### src/rtl/pipe_ctrl_pkg.sv
// Shared types and constants for the pipeline stall/flush controller.
// STG_* names give instantiating code readable redir_stage values.
package pipe_ctrl_pkg;

   localparam int NSTAGE_DEF   = 8;
   localparam int MAX_INFL_DEF = 2;
   localparam int SW_DEF       = $clog2(NSTAGE_DEF);

   typedef logic [SW_DEF-1:0] stage_idx_t;

   localparam stage_idx_t STG_PC = stage_idx_t'(0);
   localparam stage_idx_t STG_F  = stage_idx_t'(1);
   localparam stage_idx_t STG_D  = stage_idx_t'(2);
   localparam stage_idx_t STG_E  = stage_idx_t'(3);
   localparam stage_idx_t STG_M  = stage_idx_t'(5);
   localparam stage_idx_t STG_W  = stage_idx_t'(7);

endpackage

### src/rtl/pipe_ctrl_fetch_drop_tracker.sv
// Counts outstanding fetch requests and how many of them are wrong-path,
// so stale responses can be discarded without ever holding the PC stage.
module fetch_drop_tracker
   import pipe_ctrl_pkg::*;
#(
   parameter int MAX_INFL = MAX_INFL_DEF,
   parameter int CW       = $clog2(MAX_INFL + 1)
) (
   input  logic clk,
   input  logic resetn,
   input  logic redir_accept_i,
   input  logic req_fire_i,
   input  logic resp_valid_i,
   output logic resp_drop_o,
   output logic can_req_o
);

   logic [CW-1:0] inflight_q, inflight_d;
   logic [CW-1:0] drop_q, drop_d;

   // A redirect marks everything still outstanding, including a request
   // fired in the same cycle, as wrong-path.
   always_comb begin
      inflight_d = inflight_q + CW'(req_fire_i) - CW'(resp_valid_i);
      if (redir_accept_i) begin
         drop_d = inflight_d;
      end else begin
         drop_d = drop_q - CW'(resp_valid_i && (drop_q != '0));
      end
   end

   always_ff @(posedge clk or negedge resetn) begin
      if (!resetn) begin
         inflight_q <= '0;
         drop_q     <= '0;
      end else begin
         inflight_q <= inflight_d;
         drop_q     <= drop_d;
      end
   end

   // The redirect itself flushes stage 1, so its own response is left alone.
   assign resp_drop_o = resetn && resp_valid_i && (drop_q != '0) && !redir_accept_i;
   assign can_req_o   = resetn && (inflight_q < CW'(MAX_INFL));

endmodule

### src/rtl/pipe_ctrl.sv
// Pipeline stall/flush controller: arbitrates wait requests and redirect
// sources into per-stage stall/flush vectors and tracks wrong-path fetches.
module pipe_ctrl
   import pipe_ctrl_pkg::*;
#(
   parameter int NSTAGE   = NSTAGE_DEF,
   parameter int NRED     = 3,
   parameter int MAX_INFL = MAX_INFL_DEF,
   parameter int SW       = $clog2(NSTAGE),
   parameter int CW       = $clog2(MAX_INFL + 1)
) (
   input  logic                 clk,
   input  logic                 resetn,
   input  logic [NSTAGE-1:0]    wait_req,
   input  logic [NRED-1:0]      redir_valid,
   input  logic [NRED*SW-1:0]   redir_stage,
   input  logic [NRED-1:0]      redir_self,
   output logic [NRED-1:0]      redir_ack,
   input  logic                 if_req_fire,
   input  logic                 if_resp_valid,
   output logic                 if_resp_drop,
   output logic                 if_can_req,
   output logic [NSTAGE-1:0]    stall,
   output logic [NSTAGE-1:0]    flush
);

   logic              red_any;
   logic [SW-1:0]     red_stage;
   logic [NRED-1:0]   red_onehot;
   logic              red_self;
   logic              w_any;
   logic [SW-1:0]     w_stage;
   logic              red_accept;
   logic [NSTAGE-1:0] flush_red;
   logic [NSTAGE-1:0] flush_wait;
   logic [NSTAGE-1:0] stall_wait;

   // Strictly-greater compare keeps the lowest source index on equal stages.
   always_comb begin
      red_any    = 1'b0;
      red_stage  = '0;
      red_onehot = '0;
      red_self   = 1'b0;
      for (int i = 0; i < NRED; i++) begin
         if (redir_valid[i] && (!red_any || (redir_stage[i*SW +: SW] > red_stage))) begin
            red_any       = 1'b1;
            red_stage     = redir_stage[i*SW +: SW];
            red_onehot    = '0;
            red_onehot[i] = 1'b1;
            red_self      = redir_self[i];
         end
      end
   end

   always_comb begin
      w_any   = 1'b0;
      w_stage = '0;
      for (int s = 0; s < NSTAGE; s++) begin
         if (wait_req[s]) begin
            w_any   = 1'b1;
            w_stage = SW'(s);
         end
      end
   end

   for (genvar gi = 0; gi < NSTAGE; gi++) begin : g_stage
      if (gi == 0) begin : g_pc
         assign flush_red[gi]  = (red_stage == '0) && red_self;
         assign flush_wait[gi] = 1'b0;
      end else begin : g_body
         assign flush_red[gi]  = (gi < int'(red_stage)) || ((gi == int'(red_stage)) && red_self);
         assign flush_wait[gi] = (gi == int'(w_stage) + 1);
      end
      assign stall_wait[gi] = (gi <= int'(w_stage));
   end

   // A redirect wins ties with a wait at the same stage.
   always_comb begin
      stall      = '0;
      flush      = '0;
      redir_ack  = '0;
      red_accept = 1'b0;
      if (!resetn) begin
         flush = '1;
      end else if (red_any && (!w_any || (w_stage <= red_stage))) begin
         flush      = flush_red;
         redir_ack  = red_onehot;
         red_accept = 1'b1;
      end else if (w_any) begin
         stall = stall_wait;
         flush = flush_wait;
      end
   end

   fetch_drop_tracker #(
      .MAX_INFL (MAX_INFL),
      .CW       (CW)
   ) u_fetch_drop_tracker (
      .clk            (clk),
      .resetn         (resetn),
      .redir_accept_i (red_accept),
      .req_fire_i     (if_req_fire),
      .resp_valid_i   (if_resp_valid),
      .resp_drop_o    (if_resp_drop),
      .can_req_o      (if_can_req)
   );

endmodule

### config.mk
export PLATFORM = sky130hd
export DESIGN_NAME = pipe_ctrl
export DESIGN_NICKNAME = d
export VERILOG_FILES = /design/src/rtl/pipe_ctrl_pkg.sv /design/src/rtl/pipe_ctrl_fetch_drop_tracker.sv /design/src/rtl/pipe_ctrl.sv
export SDC_FILE = /design/constraint.sdc
export NUM_CORES = 1
export LEC_CHECK = 0
export CAP_MARGIN = 20
export CELL_PAD_IN_SITES_DETAIL_PLACEMENT = 1
export CELL_PAD_IN_SITES_GLOBAL_PLACEMENT = 1
export CORE_MARGIN = 5
export CORE_UTILIZATION = 27
export DETAILED_ROUTE_END_ITERATION = 10
export HOLD_SLACK_MARGIN = 0.1
export PLACE_DENSITY_LB_ADDON = 0.08
export SETUP_SLACK_MARGIN = 0.2
export SYNTH_ARGS = -nofsm -noshare
export SYNTH_HDL_FRONTEND = slang
export SYNTH_SLANG_ARGS = --single-unit
### constraint.sdc
create_clock -name clk -period 15.76 [get_ports clk]
set_input_delay 3.152 -clock clk [delete_from_list [all_inputs] [get_ports clk]]
set_output_delay 3.152 -clock clk [all_outputs]
set_load 0.05 [all_outputs]
### Word level (Yosys, flattened, before mapping)

Index checks and enable logic that the tools add are counted.

* $add $sub $neg: 4
* order comparisons: 17
* equality and inequality tests: 14
* muxes and demuxes: 38
* reductions and logical operators: 31

Operators with widths (count)
* $eq 4x32->1 const A: 3
* $eq 3x32->1 const A: 2
* $mux 8: 6
* $mux 3: 13
* $eq 2x32->1 const A: 1
* $mux 1: 18
* $logic_and 1x1->1: 16
* $eq 3x3->1 const A: 4
* $le 3x3->1 const A: 4
* $logic_or 1x1->1: 9
* $lt 3x3->1 const A: 3
* $eq 2x3->1 const A: 2
* $gt 3x3->1: 2
* $le 2x3->1 const A: 2
* $lt 2x3->1 const A: 2
* $add 3x1->4 const B: 1
* $eq 3x4->1 const A: 1
* $logic_not 1->1: 4
* $sub 2x1->2: 2
* $eq 1x3->1 const A: 1
* $le 1x3->1 const A: 1
* $le 3x3->1: 1
* $logic_not 3->1: 1
* $lt 1x3->1 const A: 1
* 4 further kinds: 4

* register bits: 4
* output and inout bits: 21
* logic and storage cells: 106

### Logic depth before layout (Yosys ltp)

* depth after elaboration: 16
* depth in mapped cells: 24

### Hierarchy

A second synthesis with hierarchy kept.

* cells, all modules: 153
* area, all modules: 1247.4 µm²

Modules (own cells, without submodules)
* pipe_ctrl: instances 1, cells an instance 134, area each 1019.7 µm², seq. area each 0.0 µm²
* fetch_drop_tracker: instances 1, cells an instance 19, area each 227.7 µm², seq. area each 100.1 µm²

### Least setup slack after synthesis

Ideal clock, no wire load.

* path kind: in2out
* start point: in redir_valid[0]
* end point: out stall[7]
* data arrival time: 8.469 ns
* required time: 12.608 ns
* path slack: 4.139 ns
* cell stages on the path: 23
* path buffers: 2
* cell sequence: buf_2 -> and2_1 -> inv_1 -> ha_1 -> or2_2 -> a21o_1 -> and3_1 -> a32o_1 -> inv_1 -> ha_1 -> and3b_1 -> a2111oi_2 -> or2_2 -> buf_2 -> nor2_1 -> or2_2 -> ha_1 -> nand3_1 -> o21ai_0 -> o31ai_2 -> nand2_1 -> nor2_1 -> and2_1

* longest elaborated chain between the ends: 14
* elaborated cells on any way between the ends: 19
* classes of those cells: 3 x order compare; 8 x mux; 8 x reduce/logical

Ends and longest elaborated chain
* start: declaration: line pipe_ctrl.sv:15 `input logic [NRED-1:0] redir_valid,`
* $mux 3 / $mux 1 (equally long branches): line pipe_ctrl.sv:45 `if (redir_valid[i] && (!red_any || (redir_stage[i*SW +: SW] > red_stage))) begin`
* $gt 3x3->1 / $logic_not 1->1 (equally long branches): line pipe_ctrl.sv:45
* $logic_or 1x1->1: line pipe_ctrl.sv:45
* $logic_and 1x1->1: line pipe_ctrl.sv:45
* $mux 3 / $mux 1 (equally long branches): line pipe_ctrl.sv:45
* $gt 3x3->1 / $logic_not 1->1 (equally long branches): line pipe_ctrl.sv:45
* $logic_or 1x1->1: line pipe_ctrl.sv:45
* $logic_and 1x1->1: line pipe_ctrl.sv:45
* $mux 3: line pipe_ctrl.sv:45
* $le 3x3->1: line pipe_ctrl.sv:85 `end else if (red_any && (!w_any || (w_stage <= red_stage))) begin`
* $logic_or 1x1->1: line pipe_ctrl.sv:85
* $logic_and 1x1->1 (*): line pipe_ctrl.sv:85
* $mux 8 (*): line pipe_ctrl.sv:85
* $mux 8 (*): line pipe_ctrl.sv:83 `if (!resetn) begin`
* end: declaration: line pipe_ctrl.sv:23 `output logic [NSTAGE-1:0] stall,`

Every way passes the cells marked *; elsewhere a longest branch is shown, timed or not.

### Worst setup path in the final report

* start point: in redir_valid[0]
* end point: out flush[3]

* longest elaborated chain between the ends: 14
* elaborated cells on any way between the ends: 26
* classes of those cells: 4 x order compare; 1 x eq/ne; 11 x mux; 10 x reduce/logical

Ends and longest elaborated chain
* $mux 3 / $mux 1 (equally long branches): line pipe_ctrl.sv:45
* $gt 3x3->1 / $logic_not 1->1 (equally long branches): line pipe_ctrl.sv:45
* $logic_or 1x1->1: line pipe_ctrl.sv:45
* $logic_and 1x1->1: line pipe_ctrl.sv:45
* $mux 3 / $mux 1 (equally long branches): line pipe_ctrl.sv:45
* $gt 3x3->1 / $logic_not 1->1 (equally long branches): line pipe_ctrl.sv:45
* $logic_or 1x1->1: line pipe_ctrl.sv:45
* $logic_and 1x1->1: line pipe_ctrl.sv:45
* $mux 3: line pipe_ctrl.sv:45
* $le 3x3->1 / $eq 3x3->1 (equally long branches): line pipe_ctrl.sv:85, pipe_ctrl.sv:71
* $logic_or 1x1->1 / $logic_and 1x1->1 (equally long branches): line pipe_ctrl.sv:85, pipe_ctrl.sv:71
* $logic_and 1x1->1 / $logic_or 1x1->1 (equally long branches): line pipe_ctrl.sv:85, pipe_ctrl.sv:71
* $mux 8 (*): line pipe_ctrl.sv:85
* $mux 8 (*): line pipe_ctrl.sv:83
* end: declaration: line pipe_ctrl.sv:24 `output logic [NSTAGE-1:0] flush`

Marked as above.

==> reports/metrics.yaml <==
htree_levels: 1
die_area_mm2: 0.00539
status: "completed"
crit_chain: "clkdlybuf4s50_1 > and2_1 > inv_1 > ha_1 > or2_2 > a21o_1 > and3_1 > a32o_1 > inv_1 > ha_1 > and3b_1 > a2111oi_2 > or2_2 > nor2_1 > or2_2 > ha_1 > nand3_1 > o21ai_0 > o31ai_2 > nor4b_1 > nand3_1 > o2111ai_1 > clkdlybuf4s50_1"
die_w_um: 73.4
synth-seq-cells: 4
synthesis.nets: 191
maxCapViolations: 0
ys.flop_type: "dfrtp_1"
r2r_setup_slack_ns: 14.29
cp-startpoint: "redir_valid[0]"
synth_area_leaders: "ha_1, dfrtp_1, nor2_1"
io_pins: 48
skew_ns: 0.00282
final-max-slew-violation-count: 0
grt_pass1_vias: 1463
dr.pass1.iters: 4
row_count: 23
final_nets: 238
cp_num_buf_inv: 4
synth-edff-count: 0
diodes: 0
critPathKind: "in2out"
cts_sinks: 4
hold_end: "u_fetch_drop_tracker.drop_q[1]"
place_congestion: 0.779
grt_max_degree: 15
synthesis.area_mm2: 0.00108
synthArstFlopShare_pct: 100
startpoint_type: "primary input"
required_ns: 12.61
core_area_mm2: 0.00394
first_iter_violations: 51
ir_worst_vdd_uv: 55.5
reg2reg_from: "u_fetch_drop_tracker.inflight_q[0]"
final_core_util_pct: 41.4
cts_setup_buffers: 0
start_util_pct: 27.5
yosysWarnings: 0
post-route-period-util_pct: 82.2
viasPerCell: 5.52
clk_pin_slew_ns: 0.03
worstMarginPinSlew_ns: 0.752
synth_cell_type_count: 46
overflow: 0
reg2reg_to: "u_fetch_drop_tracker.drop_q[1]"
root_buffer: "clkbuf_8"
fin_crit_ns: 12.96
setup_viol: 0
relSlewSlack_pct: 49.9
min-delay-start: "u_fetch_drop_tracker.drop_q[1]"
cts_made_buffers: 3
avgSynthCellArea_um2: 7.18
yosysTopAreaCellShare_pct: 15.0
crit_arrival_ns: 9.81
cts_max_path_buffers: 2
p_leak_nw: 0.657
area_growth_pct: 50.3
tns_ns: 0
drt_wl_total_mm: 4.07
cp_slowest_stage_delay_ns: 0.85
io_buffers: 47
yosysTopAreaCell: "ha_1"
antenna_found_initial: 0
die_y_um: 73.4
track_usage_pct: 15.5
rr_worst_depth: 8
min_delay_path_depth: 2
cellPowerDensity_mw_per_mm2: 97.2
hold_viol_final: 0
worst_skew_pair.late_latency_ns: 0.21
drive_gt1_share_pct: 8.67
end_kind: "output pin"
cp_top_family: "simple AND/OR/NAND/NOR gates"
min_path_type: "reg2reg"
synth_cells: 151
drcViolationCount: 0
dp_hpwl_mm: 3.42
ys_seq_area_share_pct: 9.23
rsz0062_at_grt: "false"
ctsResizeCount: 0
cts_hold_buf: 0
fillers: 486
cpMaxStageDelayCell: "clkdlybuf4s50_1"
wire_per_inst_um: 16.5
grt_pass1_wl_mm: 6.82
cts_tree: "built"
fmax_mhz: 77.2
num_vias: 1358
cp_max_fo: 9
antenna_left: 0
area by class of cell:
class,instances,area (um2),share of cell area [%]
clock buffer,3,41.3,2.53
inverter,17,63.8,3.91
multi-input combinational,125,892,54.7
sequential,4,100,6.14
tap,50,62.6,3.84
timing repair buffer,47,470,28.9
worst register-to-register path, stage by stage, from the launching register on:
cell     delay (ns)
dfrtp_1        0.31
inv_1          0.04
ha_1           0.26
inv_1          0.04
ha_1           0.18
xnor2_1        0.17
xnor2_1        0.17
nor2_1         0.07
a21oi_1        0.14
metal layers:
metal  track usage (%)  vias to the layer above  share of wire (%)
met5                 0                        -                  0
met4              2.62                        0                  0
met3              2.19                        0                4.3
met2              28.3                       26                 51
met1              19.5                      669                 44
li1                  -                      663                  -
cell usage after synthesis (all sizes together) (3+ instances only):
| cell | n |
|---|---|
| nand2 | 6 |
| ha | 13 |
| a21oi | 7 |
| nand3 | 9 |
| inv | 17 |
| o2111ai | 4 |
| xnor2 | 3 |
| dfrtp | 4 |
| nor2 | 22 |
| or2 | 5 |
| o21ai | 5 |
| a31oi | 3 |
| o22ai | 3 |
| o221ai | 4 |
| and2 | 3 |
| buf | 3 |
| or3 | 3 |
| nor3 | 3 |
sequential cells by signal, summed over array words and instances (netlist names):
register and count:
u_fetch_drop_tracker.drop_q 2, u_fetch_drop_tracker.inflight_q 2
power by group:
part,internal [mW],leakage (nW),switching (mW)
Clock,0.0162,0.0216,0.00451
Combinational,0.0447,0.590,0.0743
Sequential,0.0160,0.0460,0.00284
worst max path at each step:
stage	slack (ns)	endpoint	cells after the start
final	2.80	flush[3]	23
after global routing	2.37	flush[3]	23
after CTS	2.81	flush[3]	23
after detailed placement	2.84	flush[3]	23
after global placement	3.15	flush[1]	23
after floorplan	4.14	stall[7]	23
cells in the final DEF (no fill, tap or decap), types with 2 or more instances in the layout:
cell,instances
a211oi_1,2
a21oi_1,7
a221oi_1,2
a22oi_1,2
a31oi_1,3
and2_1,3
and3_1,2
clkbuf_8,3
clkdlybuf4s50_1,47
dfrtp_1,4
ha_1,13
inv_1,16
nand2_1,6
nand3_1,9
nand3b_1,2
nor2_1,22
nor3_1,3
o2111ai_1,4
o211ai_2,2
o21a_1,2
o21ai_0,5
o221ai_1,3
o22ai_1,3
or2_2,5
or3_1,3
or4_1,2
xnor2_1,3
stage by stage:
step           worst slack, ns  instance area [um2]  std cells  power [mW]  hold WS, ns
2_1_floorplan             4.14                 1080        151       0.100        0.545
3_3_place_gp              3.15                 1590        243       0.134        0.565
3_5_place_dp              2.84                 1590        243       0.138        0.569
4_1_cts                   2.81                 1630        246       0.161        0.620
5_1_grt                   2.37                 1630        246       0.171        0.642
6_report                  2.80                 1630        246       0.158        0.618
cells by family after synthesis:
kind of cell / share of synthesized area (%)
flops: 9.23
buf+inv: 8.54
fa+ha+maj: 15.0
simple gates: 31.6
compound gates: 32.3
xor+xnor: 2.42
mux: 0.923
Power figures use the tool's default switching activity.
